File: config.mk
export PLATFORM = sky130hd
export DESIGN_NAME = esp32_spi_multipad
export DESIGN_NICKNAME = d
export VERILOG_FILES = /design/src/rtl/esp32_spi_multipad.sv
export SDC_FILE = /design/constraint.sdc
export NUM_CORES = 1
export LEC_CHECK = 0
export ABC_AREA = 1
export ABC_CLOCK_PERIOD_IN_PS = 3450
export CAP_MARGIN = 20
export CORE_UTILIZATION = 46
export DETAILED_ROUTE_END_ITERATION = 6
export PLACE_DENSITY = 0.69
export SYNTH_ARGS = -nofsm -noshare
export SYNTH_HDL_FRONTEND = slang
export SYNTH_SLANG_ARGS = --single-unit
File: constraint.sdc
create_clock -name clk -period 3.45 [get_ports clk]
set_input_delay 0.8625 -clock clk [delete_from_list [all_inputs] [get_ports clk]]
set_output_delay 0.8625 -clock clk [all_outputs]
set_load 0.03 [all_outputs]
File: src/rtl/esp32_spi_multipad.sv
// Write-only SPI receiver for ESP32 gamepad frames (mode 0, LSB-first).
// Synchronises the SPI pins, validates frame length, and publishes pad state with edge flags.
module esp32_spi_multipad #(
    parameter int unsigned PAD_BUTTONS    = 12,
    parameter int unsigned PAD_COUNT      = 2,
    parameter int unsigned SYNC_STAGES    = 2,
    parameter int unsigned TIMEOUT_CYCLES = 2000000,
    localparam int unsigned FRAME_BITS    = PAD_COUNT * PAD_BUTTONS
) (
    input  logic                  clk,
    input  logic                  reset,
    input  logic                  spi_csn_i,
    input  logic                  spi_clk_i,
    input  logic                  spi_mosi_i,
    output logic [FRAME_BITS-1:0] pad_btn_o,
    output logic [FRAME_BITS-1:0] pad_pressed_o,
    output logic                  frame_valid_o,
    output logic                  frame_error_o,
    output logic                  connected_o
);

    localparam int unsigned BitCntW  = $clog2(FRAME_BITS + 2);
    localparam int unsigned TimeoutW = $clog2(TIMEOUT_CYCLES + 1);

    typedef enum logic {
        StIdle,
        StReceive
    } state_e;

    state_e state_q, state_d;

    logic [SYNC_STAGES-1:0] csn_sync_q, sclk_sync_q, mosi_sync_q;
    logic                   csn_prev_q, sclk_prev_q;
    logic                   csn_s, sclk_s, mosi_s;
    logic                   csn_fall, csn_rise, sclk_rise;

    logic [BitCntW-1:0]    bit_cnt_q, bit_cnt_d;
    logic [FRAME_BITS-1:0] shift_q, shift_d;
    logic [FRAME_BITS-1:0] btn_q, btn_d;
    logic [FRAME_BITS-1:0] pressed_q, pressed_d;
    logic [TimeoutW-1:0]   timeout_q, timeout_d;
    logic                  valid_q, valid_d;
    logic                  error_q, error_d;
    logic                  conn_q, conn_d;
    logic                  commit;

    assign csn_s  = csn_sync_q[SYNC_STAGES-1];
    assign sclk_s = sclk_sync_q[SYNC_STAGES-1];
    assign mosi_s = mosi_sync_q[SYNC_STAGES-1];

    assign csn_fall  = csn_prev_q & ~csn_s;
    assign csn_rise  = ~csn_prev_q & csn_s;
    assign sclk_rise = ~sclk_prev_q & sclk_s;

    always_ff @(posedge clk) begin
        if (reset) begin
            csn_sync_q  <= '1;
            sclk_sync_q <= '0;
            mosi_sync_q <= '0;
            csn_prev_q  <= 1'b1;
            sclk_prev_q <= 1'b0;
        end else begin
            csn_sync_q  <= {csn_sync_q[SYNC_STAGES-2:0], spi_csn_i};
            sclk_sync_q <= {sclk_sync_q[SYNC_STAGES-2:0], spi_clk_i};
            mosi_sync_q <= {mosi_sync_q[SYNC_STAGES-2:0], spi_mosi_i};
            csn_prev_q  <= csn_s;
            sclk_prev_q <= sclk_s;
        end
    end

    always_comb begin
        state_d   = state_q;
        bit_cnt_d = bit_cnt_q;
        shift_d   = shift_q;
        btn_d     = btn_q;
        pressed_d = pressed_q;
        timeout_d = timeout_q;
        valid_d   = 1'b0;
        error_d   = 1'b0;
        conn_d    = conn_q;
        commit    = 1'b0;

        unique case (state_q)
            StIdle: begin
                // A csn rise here (e.g. reset mid-frame) is deliberately ignored.
                if (csn_fall) begin
                    state_d   = StReceive;
                    bit_cnt_d = '0;
                end
            end
            StReceive: begin
                if (csn_rise) begin
                    state_d = StIdle;
                    if (bit_cnt_q == BitCntW'(FRAME_BITS)) begin
                        commit = 1'b1;
                    end else begin
                        error_d = 1'b1;
                    end
                end else if (sclk_rise && !csn_s) begin
                    shift_d = {mosi_s, shift_q[FRAME_BITS-1:1]};
                    if (bit_cnt_q != BitCntW'(FRAME_BITS + 1)) begin
                        bit_cnt_d = bit_cnt_q + BitCntW'(1);
                    end
                end
            end
            default: state_d = StIdle;
        endcase

        // A commit in the expiry cycle takes priority over the link-loss clear.
        if (commit) begin
            timeout_d = '0;
            btn_d     = shift_q;
            pressed_d = shift_q & ~btn_q;
            valid_d   = 1'b1;
            conn_d    = 1'b1;
        end else begin
            if (timeout_q != TimeoutW'(TIMEOUT_CYCLES)) begin
                timeout_d = timeout_q + TimeoutW'(1);
            end
            if (timeout_d == TimeoutW'(TIMEOUT_CYCLES)) begin
                conn_d    = 1'b0;
                btn_d     = '0;
                pressed_d = '0;
            end
        end
    end

    always_ff @(posedge clk) begin
        if (reset) begin
            state_q   <= StIdle;
            bit_cnt_q <= '0;
            shift_q   <= '0;
            btn_q     <= '0;
            pressed_q <= '0;
            timeout_q <= '0;
            valid_q   <= 1'b0;
            error_q   <= 1'b0;
            conn_q    <= 1'b0;
        end else begin
            state_q   <= state_d;
            bit_cnt_q <= bit_cnt_d;
            shift_q   <= shift_d;
            btn_q     <= btn_d;
            pressed_q <= pressed_d;
            timeout_q <= timeout_d;
            valid_q   <= valid_d;
            error_q   <= error_d;
            conn_q    <= conn_d;
        end
    end

    assign pad_btn_o     = btn_q;
    assign pad_pressed_o = pressed_q;
    assign frame_valid_o = valid_q;
    assign frame_error_o = error_q;
    assign connected_o   = conn_q;

endmodule

==> run metrics <==
Worst slew margin=32.6%; reg2reg path depth=11; fillcell total=899; maximum vdd ir drop=0.247 mV; quantity of I/O buffers inserted on ports=55; max-capacitance violation count=0; number of nets with antenna violations after detailed routing=0; dominant cell by count in the synthesized netlist=dfxtp_1; global placer's final weighted congestion=0.892; post-synthesis share of cell area spent on full adders, half adders and majority gates=1.37%; Least-Margin Pin Slew=1.01 ns; number of detailed-routing iterations run before antenna repair=5; final setup slack of the worst path=0.700 ns; top area cells in the synthesized netlist=dfxtp_1, nor2_1, nand2_1; site row count=35; Storage cell area=2200 um2; source of the worst register-to-register timing path=timeout_q[0]; Post CTS Setup Buffer Count=0; Final Net Count=660; simple-gate share of the synthesized area=32.5%; setup repair after global routing missed its margin=false; CTS clock-pin slew for the worst setup and hold paths=0.11 ns; Final Slew Violations=0; Critical Path Sink=pad_pressed_o[18]; cell taking the most area after synthesis=dfxtp_1; TritonCTS clock tree=done; floorplan die width=102 um; clock skew after layout=0.0132 ns; syn avg cell area=7.52 um2; EDFF count, synth=0; hold-fix buffer count after cts=0; Cells after Synth=607; # IOs=56; final critical delay including setup and external delays=2.75 ns; die height=102 um; count of routing violations after the opening detailed-route iteration=174; vias in the first global route=3721; Fmax=0.364 GHz; Die Area=10300 um2; maximum number of pins on one net before global-route repair=63; routed wire length=10100 um; Yosys reg bits=110; Cell Area, Synth=4560 um2; Synth top area share=48.3%; nature of the critical path endpoint=flip-flop; flop2flop setup slack=0.70 ns; layout cell share with drive strength beyond 1=11.3%; Finish-stage setup viols=0; leading post-synthesis cells by instance count=dfxtp_1, nor2_1, nand2_1; Via-to-Cell Ratio=5.04; sink count of the clock tree=110; post-route clock period utilization=79.7%; number of synthesis warnings=0; worst skew pair latency=0.38 ns; effective utilization at floorplan=48.5%; sequential fraction of the synthesis area=48.3%; first-pass GRT wire length=17100 um; total clock buffers created by CTS=9; cell chosen for the clock root=clkbuf_8; xor/xnor share of the synthesized area=1.92%; critical path startpoint category=flip-flop; antenna violations before repair=0; final global-route overflow total=0; Final Hold Viols=0; worst path arrival time=2.99 ns; largest fanout on the critical path=49; sum of negative setup slack=0 ns; required arrival time at the worst endpoint=3.69 ns; residual DRC count=0; Post-DP HPWL=6810 um; Cell variety after synth=27; Pleak=2.01 nW; path category of the worst min-delay check=reg2reg; maximum level of the CTS H-tree=3; start-to-end type of the worst setup path=reg2reg; synthesized-area fraction occupied by ao, oa, aoi and oai cells=9.16%; post-synthesis mux area share=0%; dominant combinational cell family by area after synthesis=simple AND/OR/NAND/NOR gates; status=finished, final reports clean; ys flop type=dfxtp_1; post_cts resized=0; crit path from=timeout_q[0]; worst reg2reg path endpoint=pad_pressed_o[18]; Place WS=0.686 ns; count of inserted antenna diode cells=0; number of buffers on the longest clock path=2; area of the multi-input gates=2060 um2; Post-synth ARST share=0%; Net Count, Synth=617; DR vias=3944; ratio of total power to cell area=409 nW/um2; area added between synthesis and finish=18.6%; Wirelength per Cell=12.9 um; CORE AREA=9420 um2; gr usage total=20.9%
[worst max-delay path: stages, from the launching register on]
cell and delay [ns]:
dfxtp_1 0.46, ha_1 0.24, nand3_2 0.14, inv_2 0.14, nand2_1 0.13, xnor2_1 0.17, nor2_1 0.14, nand3_1 0.13
nor2_2 0.12, nand2_2 0.58, nand3_1 0.25, a21oi_1 0.09
[stage by stage]
| step | utilization, % | std cells | power [mW] | area [um2] | hold WS [ns] |
|---|---|---|---|---|---|
| final | 57.5 | 783 | 2.21 | 5410 | 0.411 |
| after detailed placement | 55.1 | 768 | 1.36 | 5180 | 0.396 |
| after global routing | 57.5 | 783 | 2.29 | 5410 | 0.437 |
| after global placement | 55.1 | 768 | 1.36 | 5180 | 0.395 |
| after floorplan | - | 607 | 1.35 | 4560 | 0.388 |
| after CTS | 57.5 | 783 | 2.23 | 5410 | 0.412 |
[kinds of logic after synthesis]
logic type	count (synthesis)
xor gates and xnor gates	10
buffers and inverters	75
AOI/OAI and AO/OA	83
adders and majority gates	5
DFF	110
and+or+nand+nor	324
[worst min-delay path by stage]
stage                        start             end  slack, ns  depth (start not counted)
CTS                 sclk_sync_q[0]  sclk_sync_q[1]       0.41                          2
finish              sclk_sync_q[0]  sclk_sync_q[1]       0.41                          2
global placement     csn_sync_q[0]   csn_sync_q[1]       0.40                          1
floorplan           mosi_sync_q[0]  mosi_sync_q[1]       0.39                          2
global route        sclk_sync_q[0]  sclk_sync_q[1]       0.44                          2
detailed placement  sclk_sync_q[0]  sclk_sync_q[1]       0.40                          2
[report_power, final]
part / switching (mW) / total (mW) / internal, mW / leakage, nW
logic: 0.0326 / 0.0471 / 0.0145 / 1.00
registers: 0.00698 / 1.28 / 1.28 / 0.888
clock network: 0.462 / 0.882 / 0.420 / 0.115
total: 0.502 / 2.21 / 1.71 / 2.01
[per-layer routing]
metal	routed length (um)	share of wire, %	global-route usage (%)	up-vias
met5	0	0	0	-
met4	127	1.3	6.47	0
met3	331	3.3	4.35	11
met2	4730	47	33.8	69
met1	4880	48	28.0	1832
li1	-	-	-	2032
[area by class of cell]
class,instances,share of cell area [%]
Multi-Input combinational cell,422,38.1
Inverter,48,3.33
Timing Repair Buffer,59,10.6
Sequential cell,110,40.7
Clock inverter,6,1.94
Clock buffer,9,2.29
Tap cell,129,2.98
[layout by cell type (no fill, tap or decap), drive strengths merged, types with 2 or more instances in the layout]
cell type,Yosys,layout
a21oi,53,53
buf,8,5
bufinv,0,2
clkbuf,19,9
clkdlybuf4s50,0,54
clkinv,0,2
dfxtp,110,110
ha,5,5
inv,48,50
nand2,99,99
nand3,72,72
nand4,4,4
nor2,116,116
nor3,3,3
nor4,2,2
o21ai,29,29
or2,27,27
xnor2,3,3
xor2,7,7
[registers in the layout (all words and copies together), names as in the netlist]
register / cells
state_q: 1
sclk_sync_q: 2
csn_sync_q: 2
shift_q: 24
csn_prev_q: 1
sclk_prev_q: 1
pad_pressed_o: 24
bit_cnt_q: 5
timeout_q: 21
pad_btn_o: 24
frame_error_o: 1
connected_o: 1
frame_valid_o: 1
mosi_sync_q: 2
(Power assumes the default switching activity.)
